File: src/rtl/counter_pkg.sv
// Shared constants and helpers for the mod-N up/down counter family.
package counter_pkg;

  localparam logic DIR_UP   = 1'b1;
  localparam logic DIR_DOWN = 1'b0;

  localparam int MOD_MIN    = 2;
  localparam int MOD_MAX    = 16;
  localparam int DIGITS_MIN = 1;
  localparam int DIGITS_MAX = 8;

  // Bits needed to hold 0..m-1; never less than one bit.
  function automatic int digit_width(input int m);
    int w;
    w = 1;
    while ((1 << w) < m) w++;
    return w;
  endfunction

endpackage

File: src/rtl/modn_updown_chain_digit.sv
// One base-MOD up/down digit with load, step enable and terminal-count flag.
module modn_digit
  import counter_pkg::*;
#(
  parameter int MOD = 6,
  localparam int W  = digit_width(MOD)
) (
  input  logic         CP,
  input  logic         CLR_,
  input  logic         step,
  input  logic         U,
  input  logic         ld,
  input  logic [W-1:0] d,
  output logic [W-1:0] q,
  output logic         term
);

  localparam logic [W-1:0] MAXV = W'(MOD - 1);

  logic [W-1:0] q_up, q_dn, d_ok;

  // Explicit wrap compares keep the digit inside 0..MOD-1 without a modulo.
  assign q_up = (q == MAXV)  ? '0   : q + W'(1);
  assign q_dn = (q == '0)    ? MAXV : q - W'(1);
  assign d_ok = (d > MAXV)   ? '0   : d;

  assign term = (U == DIR_UP) ? (q == MAXV) : (q == '0);

  always_ff @(posedge CP or negedge CLR_) begin
    if (!CLR_)     q <= '0;
    else if (ld)   q <= d_ok;
    else if (step) q <= (U == DIR_UP) ? q_up : q_dn;
  end

endmodule

File: src/rtl/modn_updown_chain.sv
// Cascade of DIGITS base-MOD up/down digits acting as one multi-digit number.
module modn_updown_chain
  import counter_pkg::*;
#(
  parameter int MOD    = 6,
  parameter int DIGITS = 2,
  localparam int W     = digit_width(MOD)
) (
  input  logic                CP,
  input  logic                CLR_,
  input  logic                EN,
  input  logic                U,
  input  logic                LD,
  input  logic [DIGITS*W-1:0] D,
  output logic [DIGITS*W-1:0] Q,
  output logic                CO,
  output logic                BO
);

  if (MOD < MOD_MIN || MOD > MOD_MAX) begin : g_bad_mod
    $fatal(1, "modn_updown_chain: MOD=%0d outside legal range", MOD);
  end
  if (DIGITS < DIGITS_MIN || DIGITS > DIGITS_MAX) begin : g_bad_digits
    $fatal(1, "modn_updown_chain: DIGITS=%0d outside legal range", DIGITS);
  end

  logic [DIGITS-1:0][W-1:0] d_arr, q_arr;
  logic [DIGITS-1:0]        term, step;
  // low_term[i]: every digit below i sits at its terminal value (lookahead AND).
  logic [DIGITS:0]          low_term;

  assign d_arr       = D;
  assign Q           = q_arr;
  assign low_term[0] = 1'b1;

  for (genvar i = 0; i < DIGITS; i++) begin : g_dig
    assign low_term[i+1] = low_term[i] & term[i];
    assign step[i]       = EN & ~LD & low_term[i];

    modn_digit #(.MOD(MOD)) u_dig (
      .CP   (CP),
      .CLR_ (CLR_),
      .step (step[i]),
      .U    (U),
      .ld   (LD),
      .d    (d_arr[i]),
      .q    (q_arr[i]),
      .term (term[i])
    );
  end

  assign CO = EN & (U == DIR_UP)   & CLR_ & low_term[DIGITS];
  assign BO = EN & (U == DIR_DOWN) & CLR_ & low_term[DIGITS];

endmodule
File: config.mk
export PLATFORM = sky130hd
export DESIGN_NAME = modn_updown_chain
export DESIGN_NICKNAME = d
export VERILOG_FILES = /design/src/rtl/counter_pkg.sv /design/src/rtl/modn_updown_chain_digit.sv /design/src/rtl/modn_updown_chain.sv
export SDC_FILE = /design/constraint.sdc
export NUM_CORES = 1
export LEC_CHECK = 0
export ABC_CLOCK_PERIOD_IN_PS = 2000
export CORE_AREA = 2 2 39 41
export CTS_BUF_LIST = sky130_fd_sc_hd__clkbuf_4 sky130_fd_sc_hd__clkbuf_8 sky130_fd_sc_hd__clkbuf_16
export CTS_CLUSTER_DIAMETER = 200
export DETAILED_ROUTE_END_ITERATION = 6
export DIE_AREA = 0 0 41 43
export DONT_BUFFER_PORTS = 1
export GPL_TIMING_DRIVEN = 1
export PLACE_DENSITY_LB_ADDON = 0.05
export RECOVER_POWER = 100
export SYNTH_ARGS = -nofsm -noshare
export SYNTH_HDL_FRONTEND = slang
export SYNTH_SLANG_ARGS = --single-unit
File: constraint.sdc
create_clock -name CP -period 2 [get_ports CP]
set_clock_uncertainty 0.15 [all_clocks]
set_input_delay 0.2 -clock CP [delete_from_list [all_inputs] [get_ports CP]]
set_output_delay 0.2 -clock CP [all_outputs]
set_load 0.05 [all_outputs]
==> results.md <==
* Status: completed
* CP Max Fanout at 9
* Total routed wirelength at 1230 um
* Remaining Overflow, GRT at 0
* Clock transition at the registers of the reported paths at 0.04 ns
* PwrDens at 631 mW/mm^2
* CP delay by family, top: simple AND/OR/NAND/NOR gates
* CTS buffer count at 3
* Max stage delay cell, worst path: or4_1
* Reg area at 150 sq um
* Min-delay src: D[2]
* Wire length per cell at 13.1 um
* CTS H-Tree Depth at 1
* Largest reg by FF count: g_dig.u_dig.q
* WP data arrival at 1.53 ns
* Initial antenna violation count at 0
* Tot Pwr at 0.434 mW
* Post-Syn Nets at 76
* Via Count at 517
* Area grow syn2layout at 30.3%
* Netlist Area Pre-Place at about 530 sq um
* Crit end category: output port
* CP Launch Type: register
* Final nets at a little over 90
* DP Cell Count at 84
* Flops & latches, synth at 6
* Initial DRC Count at 10
* Post-Syn Instances at 64
* HPWL after detailed placement at ~900 um
* Worst R2R Path Depth at 5
* Final core utilization at 49.7%
* HP Class: in -> reg
* Max_slew headroom at 53.3%
* Post-synth EDFFs at 0
* # DRC at 0
* P_leak at 0.273 nW
* FP Rows at 14
* Number of distinct library cells after synthesis at 30
* IO Pins at 19
* CP Class: reg -> out
* Vias in the first global route at 464
* DRT Pass-1 Iters at 4
* Critical path cell sequence: or4_1 > nor2_2 > buf_12
* Worst hold slack at 0.0133 ns
* CTS tree: done
* Sequential cell area fraction in the yosys report at 28.4%
* Gr usage total at 16.6%
* Top Registers: g_dig.u_dig.q (6)
* Worst r2r src: g_dig[1].u_dig.q[0]$_DFFE_PN0P_
* Total die area at 0.00176 sq mm
* First-pass GRT wire length at 1930 um
* Core area at 0.00138 sq mm
* Fin cells at 94
* Chip Height at between 40 and 50 um
* Max-slew violations at 0
* Sink Count at 6
* Most frequent cells in the layout: nand2b_1, dlygate4sd3_1, dfrtp_1
* Capturing point of the worst reg2reg path: g_dig[1].u_dig.q[1]$_DFFE_PN0P_
* Ys async rst share at 100%
* Final hold violation count at 0
* Fillcell total at 142
* Avg Inst Size Synth at 8.25 sq um
* Finish-stage setup viols at 0
* CTS max path bufs at 2
* Final Cycle Share at 93.9%
* Area used by multi-input combinational logic at 344 sq um
* Worst Path Required at 1.65 ns
* Post-CTS Repair Setup Buffers at 0
* R2r setup slk at 0.14 ns
* Share of post-route cells with drive strength above 1 at 15.4%
* YS warnings at 0
* Slew @ Worst Pin at 0.701 ns
* Clock Latency Late Sink at 0.24 ns
* Max reg flops at 6
* Hold path cells at 3
* Worst Hold End: g_dig[0].u_dig.q[0]$_DFFE_PN0P_
* Clk root buf: clkbuf_4
* Starting Density at a little under two fifths
* Antenna Cells at 0
* Via-to-Cell Ratio at around 5.5
* Max-cap violations at 0
* Largest net degree at the start of global routing at 14
* WP buf/inv at 1
* Max Clk Rate at 533 MHz
* Worst path max stage delay at 0.54 ns
* Post-route minimum period at 1.88 ns
* Placer Congestion at 0.677
* RSZ-0062 raised after global routing: no
* Dominant synthesized flop cell: dfrtp_1
* Chip width at 41 um
* I/O Buffers at 0
* Worst IR drop on VDD at approximately 340 uV
* Routed Antenna Nets at 0
-- timing repair --
item	in CTS	in global routing
gates resized for setup	0	0
endpoints found under the setup margin	0	0
endpoints found under the hold margin	12	0
hold buffers	7	0
-- cells by family (layout without fill, tap and decap cells) --
logic type / count (synthesis) / count (layout) / share of synthesized area [%]
muxes: 1 / 1 / 1.90
DFF: 6 / 6 / 28.4
xor gates and xnor gates: 2 / 2 / 3.32
buffers and inverters: 6 / 20 / 7.34
adders and majority gates: 1 / 1 / 2.37
and+or+nand+nor: 30 / 30 / 32.9
AOI/OAI and AO/OA: 18 / 18 / 23.7
-- metrics by stage --
step                      cell area [sq um]  TNS (ns)  setup WS [ns]
after floorplan                         533    -0.152        -0.0760
after global placement                  607         0          0.342
after detailed placement                607         0          0.337
after CTS                               699         0          0.108
after global routing                    688         0         0.0142
final                                   688         0          0.122
-- worst max-delay path by stage --
stage,from,endpoint,slack (ns),cells after the start
after floorplan,g_dig[0].u_dig.q[0]$_DFFE_PN0P_,BO,-0.08,7
after global placement,g_dig[0].u_dig.q[2]$_DFFE_PN0P_,g_dig[1].u_dig.q[2]$_DFFE_PN0P_,0.34,6
after detailed placement,g_dig[0].u_dig.q[2]$_DFFE_PN0P_,g_dig[1].u_dig.q[2]$_DFFE_PN0P_,0.34,6
after CTS,g_dig[0].u_dig.q[2]$_DFFE_PN0P_,CO,0.11,7
after global routing,g_dig[0].u_dig.q[0]$_DFFE_PN0P_,BO,0.01,6
final,g_dig[1].u_dig.q[0]$_DFFE_PN0P_,BO,0.12,3
-- area by class of cell --
type	instances	share of cell area [%]
Clock buffer	3	3.27
Timing Repair Buffer	15	20.9
Multi-Input combinational cell	52	50.0
Sequential cell	6	21.8
Inverter	2	1.09
Tap cell	16	2.91
-- worst reg2reg max path, delay by kind of cell (launching register included) --
family	cells	cell delay (ns)
multiplexers	1	0.09
buffers and inverters	1	0.58
flip-flops	1	0.47
AO/OA/AOI/OAI	3	0.49
-- synthesized netlist by cell type (2+ instances only) --
cell / instances / area [sq um]
dfrtp_1: 6 / 150
nand2b_1: 7 / 43.8
o21ai_0: 5 / 25.0
a311oi_1: 2 / 17.5
nand4b_1: 2 / 17.5
nor2_1: 4 / 15.0
nand2_1: 5 / 18.8
a21oi_1: 2 / 10.0
a211oi_1: 2 / 15.0
nand3b_1: 2 / 15.0
xor2_1: 2 / 17.5
buf_6: 2 / 22.5
nand3_1: 5 / 25.0
inv_1: 2 / 7.51
-- metal layers --
layer | share of wire [%] | track usage (%)
met5 | 0 | 0
met4 | 1.2 | 14.0
met3 | 7.9 | 3.14
met2 | 44 | 21.9
met1 | 47 | 22.1
-- report_power, final --
group          total (mW)  internal [mW]  switching (mW)
Combinational       0.171         0.0649           0.106
Clock               0.106         0.0675          0.0388
Sequential          0.157          0.136          0.0209
Total               0.434          0.268           0.166
No activity file was read; power rests on OpenSTA's default activity.
